===== src/rtl/disc_dac_pkg.sv =====
// Shared types and constants for the discriminator-threshold DAC loader.
// Holds the FSM state encoding, DAC command nibbles and the DISC_VAL reset code.
package disc_dac_pkg;

  typedef enum logic [2:0] {
    ST_IDLE = 3'd0,
    ST_LOW  = 3'd1,
    ST_HIGH = 3'd2,
    ST_HOLD = 3'd3,
    ST_GAP  = 3'd4
  } dac_state_e;

  localparam logic [3:0] DAC_CMD_NOP    = 4'h0;
  localparam logic [3:0] DAC_CMD_WR_UPD = 4'h3;

  localparam logic [7:0] DISC_RESET_VAL = 8'h30;

endpackage


===== src/rtl/disc_dac_loader_if.sv =====
// Request side and SPI side of the threshold DAC loader.
// The master is the command decoder / bench; the slave is the loader.
interface disc_dac_loader_if;

  logic       set_dac;
  logic [7:0] disc_val;
  logic       dac_sclk;
  logic       dac_din;
  logic       dac_cs_n;
  logic       busy;
  logic       done;

  modport master (
    output set_dac,
    output disc_val,
    input  dac_sclk,
    input  dac_din,
    input  dac_cs_n,
    input  busy,
    input  done
  );

  modport slave (
    input  set_dac,
    input  disc_val,
    output dac_sclk,
    output dac_din,
    output dac_cs_n,
    output busy,
    output done
  );

endinterface


===== src/rtl/spi_half_timer.sv =====
// Loadable down-counter; 'expire' is high during the last of load_val cycles.
// Reloading on the expire cycle gives back-to-back periods with no idle gap.
module spi_half_timer (
  input  logic       clk,
  input  logic       rst_n,
  input  logic       load,
  input  logic [7:0] load_val,
  output logic       expire
);

  logic [7:0] cnt;

  always_ff @(posedge clk or negedge rst_n) begin
    if (!rst_n) begin
      cnt <= 8'd0;
    end else if (load) begin
      cnt <= load_val;
    end else if (cnt != 8'd0) begin
      cnt <= cnt - 8'd1;
    end
  end

  assign expire = (cnt == 8'd1);

endmodule


===== src/rtl/disc_dac_loader.sv =====
// Serial loader for the discriminator-threshold DAC: one MSB-first SPI
// frame per SET_DAC edge, depth-1 request queue, one boot load after reset.
module disc_dac_loader
  import disc_dac_pkg::*;
#(
  parameter int unsigned CLK_DIV       = 4,
  parameter int unsigned FRAME_BITS    = 16,
  parameter logic [3:0]  CMD_PREFIX    = DAC_CMD_WR_UPD,
  parameter int unsigned PAD_BITS      = 4,
  parameter int unsigned CS_GAP        = 8,
  parameter int unsigned LOAD_ON_RESET = 1
) (
  input  logic               clk,
  input  logic               rst_n,
  disc_dac_loader_if.slave   bus
);

  localparam logic [7:0] DIV_CNT = 8'(CLK_DIV);
  localparam logic [7:0] GAP_CNT = 8'(CS_GAP);
  localparam logic [4:0] LAST    = 5'(FRAME_BITS - 1);
  localparam bit         BOOT    = (LOAD_ON_RESET != 0);

  dac_state_e            state;
  logic                  set_d;
  logic                  boot_done;
  logic                  pending;
  logic [FRAME_BITS-1:0] shreg;
  logic [4:0]            bitcnt;
  logic                  sclk;
  logic                  din;
  logic                  cs_n;
  logic                  busy;
  logic                  done;

  logic                  req;
  logic                  start;
  logic                  expire;
  logic                  tmr_load;
  logic [7:0]            tmr_val;
  logic [FRAME_BITS-1:0] frame;

  assign req      = bus.set_dac & ~set_d;
  assign start    = (state == ST_IDLE) & (req | pending);
  assign tmr_load = start | ((state != ST_IDLE) & expire);
  assign tmr_val  = (state == ST_HOLD) ? GAP_CNT : DIV_CNT;
  assign frame    = {CMD_PREFIX, bus.disc_val, {PAD_BITS{1'b0}}};

  spi_half_timer u_timer (
    .clk      (clk),
    .rst_n    (rst_n),
    .load     (tmr_load),
    .load_val (tmr_val),
    .expire   (expire)
  );

  always_ff @(posedge clk or negedge rst_n) begin
    if (!rst_n) begin
      state     <= ST_IDLE;
      set_d     <= 1'b0;
      boot_done <= 1'b0;
      pending   <= 1'b0;
      shreg     <= '0;
      bitcnt    <= 5'd0;
      sclk      <= 1'b0;
      din       <= 1'b0;
      cs_n      <= 1'b1;
      busy      <= 1'b0;
      done      <= 1'b0;
    end else begin
      set_d     <= bus.set_dac;
      done      <= 1'b0;
      boot_done <= 1'b1;
      unique case (state)
        ST_IDLE: begin
          if (req | pending) begin
            state   <= ST_LOW;
            shreg   <= frame;
            din     <= frame[FRAME_BITS-1];
            cs_n    <= 1'b0;
            busy    <= 1'b1;
            bitcnt  <= 5'd0;
            pending <= 1'b0;
          end
        end
        ST_LOW: begin
          if (req) pending <= 1'b1;
          if (expire) begin
            state <= ST_HIGH;
            sclk  <= 1'b1;
          end
        end
        ST_HIGH: begin
          if (req) pending <= 1'b1;
          if (expire) begin
            sclk <= 1'b0;
            if (bitcnt == LAST) begin
              state <= ST_HOLD;
            end else begin
              state  <= ST_LOW;
              bitcnt <= bitcnt + 5'd1;
              shreg  <= {shreg[FRAME_BITS-2:0], 1'b0};
              din    <= shreg[FRAME_BITS-2];
            end
          end
        end
        ST_HOLD: begin
          if (req) pending <= 1'b1;
          if (expire) begin
            state <= ST_GAP;
            cs_n  <= 1'b1;
            din   <= 1'b0;
          end
        end
        ST_GAP: begin
          if (expire) begin
            done    <= 1'b1;
            pending <= 1'b0;
            // a request landing on the exit cycle still gets its frame
            if (pending | req) begin
              state  <= ST_LOW;
              shreg  <= frame;
              din    <= frame[FRAME_BITS-1];
              cs_n   <= 1'b0;
              bitcnt <= 5'd0;
            end else begin
              state <= ST_IDLE;
              busy  <= 1'b0;
            end
          end else if (req) begin
            pending <= 1'b1;
          end
        end
        default: state <= ST_IDLE;
      endcase
      if (BOOT && !boot_done) pending <= 1'b1;
    end
  end

  assign bus.dac_sclk = sclk;
  assign bus.dac_din  = din;
  assign bus.dac_cs_n = cs_n;
  assign bus.busy     = busy;
  assign bus.done     = done;

endmodule


===== src/flat_wrapper.sv =====
// flat-port wrapper written by rule: the top's interface ports become plain ports
module disc_dac_loader_flat import disc_dac_pkg::*;
#(
  parameter int unsigned CLK_DIV       = 4,
  parameter int unsigned FRAME_BITS    = 16,
  parameter logic [3:0]  CMD_PREFIX    = DAC_CMD_WR_UPD,
  parameter int unsigned PAD_BITS      = 4,
  parameter int unsigned CS_GAP        = 8,
  parameter int unsigned LOAD_ON_RESET = 1
)
  (clk, rst_n, bus_set_dac, bus_disc_val, bus_dac_sclk, bus_dac_din, bus_dac_cs_n, bus_busy, bus_done);
  disc_dac_loader_if bus_i ();
  input  logic clk;
  input  logic rst_n;
  input wire logic [$bits(bus_i.set_dac)-1:0] bus_set_dac;
  input wire logic [$bits(bus_i.disc_val)-1:0] bus_disc_val;
  output wire logic [$bits(bus_i.dac_sclk)-1:0] bus_dac_sclk;
  output wire logic [$bits(bus_i.dac_din)-1:0] bus_dac_din;
  output wire logic [$bits(bus_i.dac_cs_n)-1:0] bus_dac_cs_n;
  output wire logic [$bits(bus_i.busy)-1:0] bus_busy;
  output wire logic [$bits(bus_i.done)-1:0] bus_done;
  assign bus_i.set_dac = bus_set_dac;
  assign bus_i.disc_val = bus_disc_val;
  assign bus_dac_sclk = bus_i.dac_sclk;
  assign bus_dac_din = bus_i.dac_din;
  assign bus_dac_cs_n = bus_i.dac_cs_n;
  assign bus_busy = bus_i.busy;
  assign bus_done = bus_i.done;
  disc_dac_loader #(.CLK_DIV(CLK_DIV), .FRAME_BITS(FRAME_BITS), .CMD_PREFIX(CMD_PREFIX), .PAD_BITS(PAD_BITS), .CS_GAP(CS_GAP), .LOAD_ON_RESET(LOAD_ON_RESET)) u_core (.clk(clk), .rst_n(rst_n), .bus(bus_i));
endmodule

===== config.mk =====
export PLATFORM = sky130hd
export DESIGN_NAME = disc_dac_loader_flat
export DESIGN_NICKNAME = d
export VERILOG_FILES = /design/src/rtl/disc_dac_pkg.sv /design/src/rtl/disc_dac_loader_if.sv /design/src/rtl/spi_half_timer.sv /design/src/rtl/disc_dac_loader.sv /design/src/flat_wrapper.sv
export SDC_FILE = /design/constraint.sdc
export NUM_CORES = 1
export LEC_CHECK = 0
export BUFFER_PORTS_ARGS = -buffer_cell sky130_fd_sc_hd__clkbuf_2
export CORE_MARGIN = 4
export CORE_UTILIZATION = 40
export DETAILED_ROUTE_END_ITERATION = 8
export PLACE_DENSITY_LB_ADDON = 0.12
export SLEW_MARGIN = 30
export SYNTH_ARGS = -nofsm -noshare
export SYNTH_HDL_FRONTEND = slang
export SYNTH_SLANG_ARGS = --single-unit

===== constraint.sdc =====
create_clock -name clk -period 2.6 [get_ports clk]
set_input_delay 0.26 -clock clk [delete_from_list [all_inputs] [get_ports clk]]
set_output_delay 0.26 -clock clk [all_outputs]
set_load 0.005 [all_outputs]

==> metrics.yaml, run 1 <==
clocking:
  cts-root-buf: "clkbuf_8"
  cts_made_buffers: 5
  htree_levels: 2
  worstSkewPairLatency_ns: 0.29
  post_cts_resized: 0
  postCtsHoldBufs: 0
  path_clk_slew_ns: 0.08
  clockBufferDepth: 2
  cts_tree: "done"
  cts_sinks: 35
  post_cts_buffers: 0
floorplanning:
  io_pins: 16
  initial_core_util: 0.415
  die_w_um: 75.5
  die_h_um: 75.5
  die_area_sq_mm: 0.00569
  core_sq_mm: 0.00438
  row_count: 24
cells_and_area:
  mostFrequentLayoutCell: "dfrtp_1"
  fin_util: 0.466
  finalNonFillerCells: 231
  layout-drive-gt1-share: 0.313
  finalNetCount: 193
  antenna-diode-count: 0
  area_growth_syn_to_layout_pct: 12.3
  n_fill_cell: 411
  layout_common_cells: "dfrtp_1, mux2_2, clkbuf_2"
global_routing:
  grt_overflow: 0
  grtUsageTotal: 0.129
  grt_pass1_wl_um: 5530
  first_global_vias: 1228
  antenna_found_initial: 0
  grt_start_max_net_pins: 36
worst_setup_path:
  crit_buf_inv: 0
  arrival_ns: 2.47
  startpoint: "u_core.bitcnt[0]"
  cp_top_family: "simple AND/OR/NAND/NOR gates"
  timing.rr.start: "u_core.bitcnt[0]"
  start_kind: "flip-flop"
  r2r_cells: 6
  crit_type: "flip-flop to flip-flop"
  slowest_delay_ns: 0.45
  crit_chain: "ha_1 -> and3_1 -> ha_1 -> nor4b_1 -> o2bb2a_4 -> mux2_2"
  r2r_end: "u_core.shreg[9]"
  critPathSlowestCell: "nor4b_1"
  r2r_slack_ns: 0.31
  crit_fanout: 16
  endpoint: "u_core.shreg[9]"
  crit_cells: 6
  crit_path_frequent_cell: "ha_1"
  crit_required_ns: 2.78
  worstSetupEndpointType: "flip-flop"
yosys:
  syn_nets: 174
  synth_ff_type: "dfrtp_1"
  synth_cell_type_count: 47
  avgSynthCellArea_sq_um: 11.4
  synth_edf_count: 0
  synthesis.area_sq_mm: 0.00182
  synth-seq-area-share: 0.482
  ys_ff_latch: 35
  async_reset_ff_frac: 1.00
  postSynthCellCount: 159
  ys.warnings.count: 0
power:
  p_total_mw: 1.17
  pwr-share-clk: 0.501
  p_switching_uw: 223
  p_int_uw: 948
  peakVddDrop_uv: 198
  power_density_mw_per_mm2: 573
  p_leak_nw: 0.895
  swShare: 0.190
  combPwrFrac: 0.027
  seq_power_share: 0.473
sta:
  period_minus_slack_ns: 2.29
  rsz0062_at_grt: "no"
  setup_viol: 0
  worstMarginPinSlew_ns: 0.773
  relSlewSlack: 0.485
  finalMaxSlewViolations: 0
  fin_tns_setup_ns: 0
  fin_ws_ns: 0.308
  hold_violations: 0
  finalCritPeriodShare: 0.882
  finClkSkew_ns: 0.00593
  fmax_mhz: 436
route:
  remaining_drc_errors: 0
  routed_via_density: 5.30
  wire_per_inst_um: 14.2
  drt_wl_total_um: 3270
  dr.pass1.iters: 4
  postRouteAntennaNets: 0
  drtIter0Drc: 99
  routed-via-count: 1224
placed_design:
  dpl.hpwl_um: 2280
  place.gp.congestion: 0.856
  dpl.cell_count: 223
  numPortBuffers: 15
  preCtsSetupSlack_ns: 0.279
status:
  status: "completed"
min_path:
  hp-class: "primary input to async pin"
run:
  drv_cap: 0
## final cells by class
| class | count | area [sq um] | share of cell area |
|---|---|---|---|
| sequential | 35 | 877 | 0.429 |
| tap | 52 | 65.1 | 0.0318 |
| timing repair buffer | 19 | 105 | 0.0514 |
| inverter | 7 | 26.3 | 0.0129 |
| clock inverter | 3 | 67.6 | 0.0330 |
| clock buffer | 5 | 68.8 | 0.0337 |
| multi-input combinational | 110 | 835 | 0.408 |
## power groups by stage
| stage | logic (mW) | clock network [mW] | registers [mW] |
|---|---|---|---|
| CTS | 0.0328 | 0.603 | 0.553 |
| global route | 0.0363 | 0.626 | 0.554 |
| global placement | 0.0317 | 0 | 0.564 |
| floorplan | 0.0122 | 0 | 0.563 |
| detailed placement | 0.0329 | 0 | 0.564 |
| finish | 0.0312 | 0.586 | 0.553 |
## metal layers
layer / track usage / vias to the layer above / part of all wire
li1: - / 607 / -
met1: 0.170 / 584 / 0.48
met2: 0.190 / 27 / 0.46
met3: 0.0303 / 6 / 0.046
met4: 0.0816 / 0 / 0.020
met5: 0 / - / 0
## worst min path at each step
| stage | to | slack (ns) | depth (start not counted) | start |
|---|---|---|---|---|
| after floorplan | u_core.bitcnt[0] | -0.04 | 0 | rst_n |
| final | u_core.bus.dac_sclk | 0.04 | 1 | rst_n |
| after global placement | u_core.set_d | 0.38 | 1 | bus_set_dac |
| after detailed placement | u_core.set_d | 0.39 | 1 | bus_set_dac |
| after global routing | u_core.set_d | 0.09 | 1 | bus_set_dac |
| after CTS | u_core.set_d | 0.08 | 1 | bus_set_dac |
## per-stage QoR
| stage | area [sq um] | hold WS [ns] |
|---|---|---|
| final | 2040 | 0.0403 |
| after global routing | 2040 | 0.0891 |
| after CTS | 2040 | 0.0819 |
| after detailed placement | 1910 | 0.385 |
| after global placement | 1910 | 0.381 |
| after floorplan | 1820 | -0.0356 |
## sequential cells by signal, indices dropped and copies added (netlist names), 3 cells and up
register,count
u_core.u_timer.cnt,8
u_core.state,3
u_core.shreg,11
u_core.bitcnt,5
## kinds of logic after synthesis
family / share of synthesized area
multiplexers: 0.120
AND/OR/NAND/NOR: 0.143
AO/OA/AOI/OAI: 0.147
flip-flops: 0.482
XOR/XNOR: 0.0192
other: 0.00206
buffers and inverters: 0.0598
adder cells (fa/ha/maj): 0.0275
## synth_stat cells (all sizes together) (3+ instances only)
cell type  count  area [sq um]
dfrtp         34           851
mux2          16           188
nor2          13          48.8
a21oi          9          45.0
nand2          9          33.8
o21ai          9          48.8
inv            7          26.3
buf            6          78.8
ha             4          50.1
xnor2          4          35.0
a31oi          3          18.8
mux2i          3          30.0
nor2b          3          18.8
nor4           3          33.8
(Power assumes the default switching activity.)
==> run 2, diff against run 1 <==
--- a/config.mk
+++ b/config.mk
@@ -10,6 +10,7 @@
 export CORE_UTILIZATION = 40
 export DETAILED_ROUTE_END_ITERATION = 8
 export PLACE_DENSITY_LB_ADDON = 0.12
+export RECOVER_POWER = 50
 export SLEW_MARGIN = 30
 export SYNTH_ARGS = -nofsm -noshare
 export SYNTH_HDL_FRONTEND = slang
==> constraint.sdc (replaced) <==
create_clock -name clk -period 2.3 [get_ports clk]
set_input_delay 0.23 -clock clk [delete_from_list [all_inputs] [get_ports clk]]
set_output_delay 0.23 -clock clk [all_outputs]
set_load 0.005 [all_outputs]
==> run 2 against run 1 <==
The flow now finishes with violations (capacitance limit, slew limit). Sequential power rose by 13%. Sequential share of layout area fell by 0.23 points. Global-route usage rose by 0.062 points. Die area did not move. Highest routed layer unchanged.
==> metrics.yaml, run 2 (same netlist as run 1, synthesis figures left out) <==
global_routing:
  first_global_vias: 1208  # -1.6%
  grt_overflow: 0  # unchanged
  antenna_found_initial: 0  # unchanged
  top_usage_layer: "met2"
  grt_use_met2: 0.201  # +0.0115
  gr-usage-met3: 0.0396  # +0.00923
  grt_start_max_net_pins: 36  # unchanged
  grtUsageTotal: 0.130  # +0.000622
  grt_pass1_wl_um: 5550  # +0.38%
  gr-usage-met1: 0.169  # -0.00137
sta:
  setup_viol: 0  # unchanged
  worstMarginPinSlew_ns: 1.85  # +1.08 ns
  rsz0062_at_grt: "no"
  finalMaxSlewViolations: 36  # +36
  relSlewSlack: -0.233  # -0.717
  finClkSkew_ns: 0.00803  # +0.00210 ns
  hold_violations: 0  # unchanged
  period_minus_slack_ns: 2.15  # -0.147 ns
  fin_tns_setup_ns: 0  # unchanged
  fin_ws_ns: 0.155  # -0.153 ns
  fmax_mhz: 466  # +6.8%
  finalCritPeriodShare: 0.933  # +0.0511
floorplanning:
  die_area_sq_mm: 0.00569  # unchanged
  initial_core_util: 0.415  # unchanged
  die_h_um: 75.5  # unchanged
  row_count: 24  # unchanged
  die_w_um: 75.5  # unchanged
  core_sq_mm: 0.00438  # unchanged
  io_pins: 16  # unchanged
worst_setup_path:
  start_kind: "flip-flop"
  r2r_slack_ns: 0.15  # -0.15 ns
  crit_fanout: 5  # -11
  crit_buf_inv: 1  # +1
  cp_top_family: "simple AND/OR/NAND/NOR gates"
  r2r_cells: 8  # +2
  crit_chain: "ha_1 -> and3_1 -> ha_1 -> nor4b_2 -> buf_4 -> and4_2 -> a41oi_1 -> a31oi_1"
  crit_type: "flip-flop to flip-flop"
  worstSetupEndpointType: "flip-flop"
  arrival_ns: 2.35  # -0.12 ns
  r2r_end: "u_core.bitcnt[3]"
  timing.rr.start: "u_core.bitcnt[0]"
  startpoint: "u_core.bitcnt[0]"
  crit_required_ns: 2.50  # -0.28 ns
  slowest_delay_ns: 0.43  # -0.02 ns
  crit_path_frequent_cell: "ha_1"
  critPathSlowestCell: "dfrtp_1"
cells_and_area:
  reg_top3: "u_core.shreg: 11 flops, u_core.u_timer.cnt: 8 flops, u_core.bitcnt: 5 flops"
  largest_reg_flops: 11  # unchanged
  layout_common_cells: "dfrtp_1, mux2_2, nor2_1, clkbuf_2"
  layout-drive-gt1-share: 0.319  # +0.00583
  finalNonFillerCells: 234  # +1.3%
  antenna-diode-count: 0  # unchanged
  area_growth_syn_to_layout_pct: 12.9
  mostFrequentLayoutCell: "dfrtp_1"
  finalNetCount: 196  # +1.6%
  largest_register: "u_core.shreg"
power:
  power_density_mw_per_mm2: 600  # +4.8%
  p_leak_nw: 0.900  # +0.53%
  seq_power_share: 0.507  # +0.034
  p_total_mw: 1.23  # +5.4%
  p_int_uw: 990  # +4.4%
  combPwrFrac: 0.028  # about the same
  pwr-share-clk: 0.465  # -0.036
  p_switching_uw: 244  # +9.4%
  swShare: 0.198  # +0.00732
  peakVddDrop_uv: 307  # +55%
min_path:
  hp-class: "primary input to flip-flop"
  whs_path_depth: 1
  hold_path.startpoint: "bus_set_dac"
  holdPathEnd: "u_core.set_d"
status:
  violations: "capacitance limit, slew limit"
  status: "finished, violations left"
placed_design:
  place.gp.congestion: 0.758  # -11%
  dpl.hpwl_um: 2330  # +2.3%
  dpl.cell_count: 224  # +0.45%
  numPortBuffers: 15  # unchanged
  preCtsSetupSlack_ns: 0.00845  # -0.271 ns
route:
  drtIter0Drc: 100  # +1.0%
  wire_per_inst_um: 14.4  # +2.0%
  routed_via_density: 5.24  # -1.2%
  dr.pass1.iters: 4  # unchanged
  drt_wl_total_um: 3380  # +3.4%
  routed-via-count: 1225  # +0.082%
  postRouteAntennaNets: 0  # unchanged
  remaining_drc_errors: 0  # unchanged
clocking:
  htree_levels: 2  # unchanged
  cts_sinks: 35  # unchanged
  cts-root-buf: "clkbuf_8"
  postCtsHoldBufs: 0  # unchanged
  clockBufferDepth: 2  # unchanged
  worstSkewPairLatency_ns: 0.29  # about the same
  cts_tree: "done"
  path_clk_slew_ns: 0.07  # about the same
  cts_made_buffers: 5  # unchanged
run:
  drv_cap: 1  # +1
-- run 2: changes by cell type in the layout (fill, tap and decap cells not counted), sizes merged --
cell / delta
buf: +1
bufinv: -1
clkbuf: +2
clkinv: +1
clkinvlp: -1
o2bb2a: +1
-- run 2: layout make-up --
type	count	area [sq um]
sequential	35	877
inverter	7	26.3
clock inverter	2	35.0
tap	52	65.1
timing repair buffer	21	118
multi-input combinational	111	852
fill	415	2330
clock buffer	6	82.6
-- run 2: how the worst max path moves through the flow --
stage,depth (start not counted),end,slack (ns)
after floorplan,8,u_core.shreg[10],0.07
after global placement,7,u_core.shreg[9],0.18
after detailed placement,7,u_core.shreg[9],0.008
after CTS,7,u_core.shreg[5],0.02
after global routing,7,u_core.shreg[9],0.02
final,8,u_core.bitcnt[3],0.15
-- run 2: timing repair --
| action | 4_1_cts | 5_1_grt |
|---|---|---|
| gates resized for setup | 0 | 1 |
| endpoints found under the setup margin | 0 | 8 |
| buffers inserted | 0 | 1 |
-- run 2: worst reg2reg max path, cell delays in order (launching register included) --
cell and delay, ns:
dfrtp_1 0.43, ha_1 0.25, and3_1 0.19, ha_1 0.20, nor4b_2 0.24, buf_4 0.18
and4_2 0.29, a41oi_1 0.14, a31oi_1 0.16
-- run 2: power groups by stage --
stage,sequential (mW),clock [mW],combinational [mW]
4_1_cts,0.626,0.584,0.0365
3_5_place_dp,0.637,0,0.0363
5_1_grt,0.626,0.612,0.0404
6_report,0.626,0.573,0.0347
3_3_place_gp,0.637,0,0.0355
2_1_floorplan,0.637,0,0.0138
-- run 2: routing by layer --
metal | part of all wire | vias up | wire length (um)
li1 | - | 620 | -
met1 | 0.48 | 586 | 1610
met2 | 0.47 | 14 | 1590
met3 | 0.035 | 5 | 119
met4 | 0.017 | 0 | 56
met5 | 0 | - | 0
-- run 2: per-stage QoR --
stage	hold slack, ns	instance area (sq um)	utilization
after floorplan	-0.0656	1820	-
after global placement	0.351	1920	0.437
after detailed placement	0.351	1920	0.437
after CTS	0.0504	2030	0.464
after global routing	0.0488	2060	0.469
final	0.0513	2060	0.469
